<file path="src/rtl/pipe_pkg.sv">
// rtl/pipe_pkg.sv - shared types and limits for the handshaked pipeline stage.
package pipe_pkg;

  typedef logic [1:0] pipe_occ_t;

  localparam int PIPE_OCC_MAX_NOSKID = 1;
  localparam int PIPE_OCC_MAX_SKID   = 2;

  function automatic pipe_occ_t pipe_occ_count(input logic main_valid, input logic skid_valid);
    return pipe_occ_t'({1'b0, main_valid}) + pipe_occ_t'({1'b0, skid_valid});
  endfunction

endpackage

</file>
<file path="src/rtl/pipe_skid_buf.sv">
// rtl/pipe_skid_buf.sv - one-entry skid holding register with its valid bit.
module pipe_skid_buf
  import pipe_pkg::*;
#(
  parameter int               WIDTH    = 32,
  parameter logic [WIDTH-1:0] RST_DATA = '0
) (
  input  logic             clk,
  input  logic             rst,
  input  logic             clr_i,
  input  logic             wr_i,
  input  logic [WIDTH-1:0] wr_data_i,
  input  logic             rd_i,
  output logic             valid_o,
  output logic [WIDTH-1:0] data_o
);

  logic             valid_q, valid_d;
  logic [WIDTH-1:0] data_q, data_d;

  // Clear wins over write so a flushed cycle never leaves a stale entry behind.
  always_comb begin
    valid_d = valid_q;
    data_d  = data_q;
    if (clr_i) begin
      valid_d = 1'b0;
    end else if (wr_i) begin
      valid_d = 1'b1;
      data_d  = wr_data_i;
    end else if (rd_i) begin
      valid_d = 1'b0;
    end
  end

  always_ff @(posedge clk or negedge rst) begin
    if (!rst) begin
      valid_q <= 1'b0;
      data_q  <= RST_DATA;
    end else begin
      valid_q <= valid_d;
      data_q  <= data_d;
    end
  end

  assign valid_o = valid_q;
  assign data_o  = data_q;

endmodule

</file>
<file path="src/rtl/pipe_stage_hs.sv">
// rtl/pipe_stage_hs.sv - valid/ready pipeline stage register with flush and backpressure.
// PIPE_STAGE_SKID_EN adds a skid entry and registers in_ready.
module pipe_stage_hs
  import pipe_pkg::*;
#(
  parameter int               WIDTH    = 32,
  parameter logic [WIDTH-1:0] RST_DATA = '0
) (
  input  logic             clk,
  input  logic             rst,
  input  logic             flush,
  input  logic             in_valid,
  output logic             in_ready,
  input  logic [WIDTH-1:0] in_data,
  output logic             out_valid,
  input  logic             out_ready,
  output logic [WIDTH-1:0] out_data,
  output pipe_occ_t        occupancy
);

  logic             valid_q, valid_d;
  logic [WIDTH-1:0] data_q, data_d;
  logic             in_fire, out_fire;

  assign in_fire  = in_valid & in_ready;
  assign out_fire = valid_q & out_ready;

`ifdef PIPE_STAGE_SKID_EN
  logic             skid_valid;
  logic             skid_wr, skid_rd;
  logic [WIDTH-1:0] skid_data;

  // The skid only catches an input accepted while the main entry is stalled.
  assign skid_wr = in_fire & valid_q & ~out_ready & ~flush;
  assign skid_rd = out_fire & skid_valid;

  pipe_skid_buf #(
    .WIDTH    (WIDTH),
    .RST_DATA (RST_DATA)
  ) u_skid (
    .clk       (clk),
    .rst       (rst),
    .clr_i     (flush),
    .wr_i      (skid_wr),
    .wr_data_i (in_data),
    .rd_i      (skid_rd),
    .valid_o   (skid_valid),
    .data_o    (skid_data)
  );

  assign in_ready = ~skid_valid;

  always_comb begin
    valid_d = valid_q;
    data_d  = data_q;
    if (flush) begin
      valid_d = 1'b0;
    end else if (skid_rd) begin
      valid_d = 1'b1;
      data_d  = skid_data;
    end else if (in_fire && (!valid_q || out_ready)) begin
      valid_d = 1'b1;
      data_d  = in_data;
    end else if (out_fire) begin
      valid_d = 1'b0;
    end
  end

  assign occupancy = pipe_occ_count(valid_q, skid_valid);
`else
  assign in_ready = ~valid_q | out_ready;

  always_comb begin
    valid_d = valid_q;
    data_d  = data_q;
    if (flush) begin
      valid_d = 1'b0;
    end else if (in_fire) begin
      valid_d = 1'b1;
      data_d  = in_data;
    end else if (out_fire) begin
      valid_d = 1'b0;
    end
  end

  assign occupancy = pipe_occ_count(valid_q, 1'b0);
`endif

  always_ff @(posedge clk or negedge rst) begin
    if (!rst) begin
      valid_q <= 1'b0;
      data_q  <= RST_DATA;
    end else begin
      valid_q <= valid_d;
      data_q  <= data_d;
    end
  end

  assign out_valid = valid_q;
  assign out_data  = data_q;

endmodule

</file>
<file path="config.mk">
export PLATFORM = sky130hd
export DESIGN_NAME = pipe_stage_hs
export DESIGN_NICKNAME = d
export VERILOG_FILES = /design/src/rtl/pipe_pkg.sv /design/src/rtl/pipe_skid_buf.sv /design/src/rtl/pipe_stage_hs.sv
export SDC_FILE = /design/constraint.sdc
export NUM_CORES = 1
export LEC_CHECK = 0
export CORE_ASPECT_RATIO = 1.2
export CORE_MARGIN = 5
export CORE_UTILIZATION = 37
export CTS_CLUSTER_SIZE = 10
export DETAILED_ROUTE_END_ITERATION = 10
export HOLD_SLACK_MARGIN = 0.1
export PLACE_DENSITY = 0.78
export RECOVER_POWER = 25
export SLEW_MARGIN = 30
export SYNTH_ARGS = -nofsm -noshare
export SYNTH_HDL_FRONTEND = slang
export SYNTH_SLANG_ARGS = --single-unit
</file>
<file path="constraint.sdc">
create_clock -name clk -period 1.7 [get_ports clk]
set_input_delay 0.255 -clock clk [delete_from_list [all_inputs] [get_ports clk]]
set_output_delay 0.255 -clock clk [all_outputs]
set_load 0.005 [all_outputs]
</file>
# ---- Word-level counts from Yosys, hierarchy flattened
# Index checks and enable logic that the tools add are counted.
dict set report word_totals {
  regBits 33
  inputBits 37
  out_inout_bits 36
}
dict set report classes {
  n_mux 3
  bitwise 5
  reduce_logical 2
}
# operator n
set op_table {}
lappend op_table {{$mux 1} 3}
lappend op_table {{$reduce_bool 3->1} 1}
lappend op_table {{$and 1x1->1} 2}
lappend op_table {{$not 1->1} 2}
lappend op_table {{$reduce_and 2->1} 1}
lappend op_table {{$or 1x1->1} 1}

# ---- Logic depth before layout (Yosys ltp)
# Gate-level depths: netlist (run 1).
dict set report logic_depth {
  ltp_word 5
  depth_mapped 4
}

# ---- Worst setup path after synthesis (run 1)
# No wires, ideal clock.
dict set report synth_path {
  path_type {flip-flop to flip-flop}
  startpoint {register valid_q (netlist: out_valid)}
  endpoint {register data_q[0] (netlist: out_data[0])}
  setup_time_ns 0.125
  arrival_time_ns 1.312
  path_slack_ns 0.263
  stages_incl_launch_ff 5
  path_buffers 1
  period_less_slack_ns 1.437
  path_cell_list {dfrtp_1 -> nor2b_4 -> nor3b_4 -> buf_6 -> mux2_2}
}
dict set report synth_via {
  elab_chain_len 4
}
# element line_no
set synth_rtl {}
lappend synth_rtl {{from (decl)} pipe_stage_hs.sv:21} ;# logic valid_q, valid_d;
lappend synth_rtl {{from (signal assigned)} pipe_stage_hs.sv:94} ;# valid_q <= valid_d;
lappend synth_rtl {{$not 1->1} pipe_stage_hs.sv:71} ;# assign in_ready = ~valid_q | out_ready;
lappend synth_rtl {{$or 1x1->1} pipe_stage_hs.sv:71}
lappend synth_rtl {{$and 1x1->1} pipe_stage_hs.sv:25} ;# assign in_fire = in_valid & in_ready;
lappend synth_rtl {{$reduce_and 2->1 (no line)} --}
lappend synth_rtl {{to (signal assigned)} pipe_stage_hs.sv:95} ;# data_q <= data_d;
lappend synth_rtl {{to (decl)} pipe_stage_hs.sv:22} ;# logic [WIDTH-1:0] data_q, data_d;
# Every way passes these cells.
# A chain may end at the register's enable or synchronous reset.

# ---- Worst setup path in the final report (run 1)
dict set report layout_path {
  startpoint {input port out_ready}
  endpoint {output port in_ready}
}
dict set report layout_via {
  elab_chain_len 1
}
# element line_no
set layout_rtl {}
lappend layout_rtl {{from (decl)} pipe_stage_hs.sv:16} ;# input logic out_ready,
lappend layout_rtl {{$or 1x1->1} pipe_stage_hs.sv:71}
lappend layout_rtl {{to (decl)} pipe_stage_hs.sv:13} ;# output logic in_ready,
# Every way passes these cells.

==> flow_summary.json, run 1 <==
{
  "end_kind": "output pin",
  "cap_violations": 0,
  "grt_usage_pct": 13.3,
  "drc": 0,
  "p_leak_nw": 0.881,
  "synth_edf_count": 0,
  "path_max_fanout": 3,
  "nNetsFinal": 189,
  "tightest_slew_ns": 0.791,
  "yosysUniqueCellTypes": 9,
  "internal_power_mw": 1.80,
  "cts-htree-levels": 2,
  "crit_chain": "clkdlybuf4s50_1 -> nor2b_4 -> inv_1 -> clkdlybuf4s50_1",
  "syn_nets": 113,
  "cts_buffers": 5,
  "ctsHoldBuffers": 0,
  "synth-main-ff-cell": "dfrtp_1",
  "finalCritPeriodShare_pct": 95.2,
  "ir_worst_vdd_v": 0.000848,
  "core-area_um2": 3340,
  "synth_seq_cells": 33,
  "wl_per_cell_um": 15.6,
  "start_util_pct": 38.4,
  "finalCriticalPeriod_ns": 1.62,
  "power.share.clock_pct": 32.7,
  "fin_util_pct": 64.2,
  "place_ws_ns": -0.0806,
  "vias_per_cell": 4.67,
  "grt_pass1_vias": 1051,
  "wirelength_mm": 2.96,
  "die_height_um": 74.5,
  "syn_to_final_growth_pct": 67.1,
  "cts_resized": 0,
  "antenna_found_initial": 0,
  "post_cts_buffers": 0,
  "min_path_type": "flop to flop",
  "synthTopCellsByArea": "dfrtp_1 64%, mux2_2 28%, buf_6 2.6%, nor3b_4 1.5%, buf_4 1.2%",
  "power.switching_uw": 499,
  "antenna_cells": 0,
  "ctsLongestPathBuffers": 2,
  "dpl.cell_count": 182,
  "hold_violations": 0,
  "drive_above_1_share_pct": 29.4,
  "io_pins": 73,
  "yosys.area.top_type": "dfrtp_1",
  "p_per_area_nw_per_um2": 1070,
  "grt_pass1_wl_mm": 4.75,
  "numPortBuffers": 71,
  "crit_top_cell": "clkdlybuf4s50_1",
  "cts_tree": "yes",
  "finClkSkew_ns": 0.00471,
  "num_vias": 887,
  "crit_type": "input pin to output pin",
  "path_clk_slew_ns": 0.06,
  "worst_slack_ns": 0.0814,
  "synth_common_cells": "33 x dfrtp_1, 32 x mux2_2, 3 x buf_6",
  "swShare_pct": 21.7,
  "drt_pass1_iterations": 2,
  "slew_viol_final": 0,
  "synthArstFlopShare_pct": 100,
  "final-setup-viol-count": 0,
  "synth_area_per_cell_um2": 16.9,
  "cpPeakStageDelay_ns": 0.51,
  "instances_no_fill": 190,
  "cts_sinks": 33,
  "gr-total-overflow": 0,
  "dieArea_um2": 4750,
  "drt-initial-drc-count": 2,
  "slew_headroom_pct": 47.2,
  "ys_warn_count": 0,
  "die_x_um": 63.7,
  "syn_area_um2": 1280,
  "grt_setup_unrepaired": "no",
  "p_comb_share_pct": 24.5,
  "required_ns": 1.44,
  "crit_path_start_kind": "input pin",
  "total_power_mw": 2.30,
  "p_seq_share_pct": 42.8,
  "rows": 23,
  "fmax_ghz": 0.618,
  "postSynthCellCount": 76,
  "cts_root_buffer": "clkbuf_8",
  "grt_max_degree": 34,
  "hpwl_mm": 2.33,
  "status": "completed",
  "clk_latency_ns": 0.28,
  "final_antenna_net_count": 0,
  "fin_area_um2": 2140,
  "synth_most_common_cell": "dfrtp_1",
  "slowest_stage": "clkdlybuf4s50_1",
  "ys_seq_area_share_pct": 64.4,
  "synth_top_cell_area_share_pct": 64.4,
  "gp_congestion": 0.618,
  "crit_arrival_ns": 1.36,
  "place_area_um2": 2030
}
placed cells by master, fill, tap and decap left out:
cell type / count
buf_12: 1
buf_4: 1
bufinv_16: 1
clkbuf_2: 1
clkbuf_8: 6
clkdlybuf4s50_1: 70
clkinvlp_4: 1
conb_1: 1
dfrtp_1: 33
dlygate4sd3_1: 1
inv_1: 1
mux2_2: 32
nor2_1: 2
nor2b_4: 1
nor3b_4: 1
per-layer routing:
layer,global-route usage (%),vias up,wire length (µm)
li1,-,408,-
met1,11.5,429,953
met2,24.0,47,1560
met3,9.67,3,422
met4,4.16,0,23
met5,0,-,0
worst paths after layout:
kind | start | endpoint | slack (ns) | depth (start not counted)
max | out_ready | in_ready | 0.08 | 4
min | out_data[12]$_DFFE_PN0P_ | out_data[12]$_DFFE_PN0P_ | 0.51 | 1
max reg2reg | out_valid$_DFFE_PN0P_ | out_data[6]$_DFFE_PN0P_ | 0.22 | 4
min reg2reg | out_data[12]$_DFFE_PN0P_ | out_data[12]$_DFFE_PN0P_ | 0.51 | 1
max in group asynchronous | rst | out_data[5]$_DFFE_PN0P_ | 0.61 | 2
min in group asynchronous | rst | out_data[1]$_DFFE_PN0P_ | 0.59 | 2
worst max-delay path: cells and delay by family:
| kind | cells | cell delay, ns |
|---|---|---|
| buf+inv | 3 | 1.05 |
| simple gates | 1 | 0.06 |
sequential cells by signal (all words and copies together), names as in the netlist:
register,cells
out_valid,1
out_data,32
area by class of cell:
| class | instances | area, µm² |
|---|---|---|
| Fill cell | 266 | 1190 |
| Timing Repair Buffer | 74 | 743 |
| Clock inverter | 2 | 37.5 |
| Tap cell | 37 | 46.3 |
| Sequential cell | 33 | 826 |
| Multi-Input combinational cell | 37 | 404 |
| Inverter | 1 | 3.75 |
| Clock buffer | 6 | 82.6 |
power by group through the flow:
stage / registers (mW) / clock network [mW] / logic, mW
2_1_floorplan: 1.01 / 0 / 0.157
3_3_place_gp: 0.992 / 0 / 0.559
3_5_place_dp: 1.00 / 0 / 0.575
4_1_cts: 0.988 / 0.776 / 0.581
5_1_grt: 1.00 / 0.815 / 0.609
6_report: 0.984 / 0.753 / 0.565
cell families after synthesis:
| family | count (synthesis) | synth area share, % |
|---|---|---|
| multiplexers | 32 | 28.1 |
| buffers and inverters | 6 | 4.10 |
| AND/OR/NAND/NOR | 4 | 3.12 |
| other | 1 | 0.292 |
| flip-flops | 33 | 64.4 |
metrics by stage:
| step | hold WS (ns) | setup TNS, ns |
|---|---|---|
| 2_1_floorplan | -0.0406 | 0 |
| 5_1_grt | 0.517 | 0 |
| 3_5_place_dp | 0.494 | -1.52 |
| 4_1_cts | 0.385 | 0 |
| 6_report | 0.506 | 0 |
| 3_3_place_gp | 0.489 | -0.492 |
Note: power is estimated with default switching activity, not from simulation.
==> run 2: changes to the inputs <==
--- a/config.mk
+++ b/config.mk
@@ -13,7 +13,7 @@
 export HOLD_SLACK_MARGIN = 0.1
 export PLACE_DENSITY = 0.78
 export RECOVER_POWER = 25
-export SLEW_MARGIN = 30
+export SLEW_MARGIN = 5
 export SYNTH_ARGS = -nofsm -noshare
 export SYNTH_HDL_FRONTEND = slang
 export SYNTH_SLANG_ARGS = --single-unit
==> results of run 2 <==
No change in the layout: final DEF, timing and power equal those of run 1.
==> run 3: changes to the inputs <==
--- a/config.mk
+++ b/config.mk
@@ -10,6 +10,7 @@
 export CORE_UTILIZATION = 37
 export CTS_CLUSTER_SIZE = 10
 export DETAILED_ROUTE_END_ITERATION = 10
+export GPL_ROUTABILITY_DRIVEN = 0
 export HOLD_SLACK_MARGIN = 0.1
 export PLACE_DENSITY = 0.78
 export RECOVER_POWER = 25
==> results of run 3 <==
No change in the layout: final DEF, timing and power equal those of run 1.
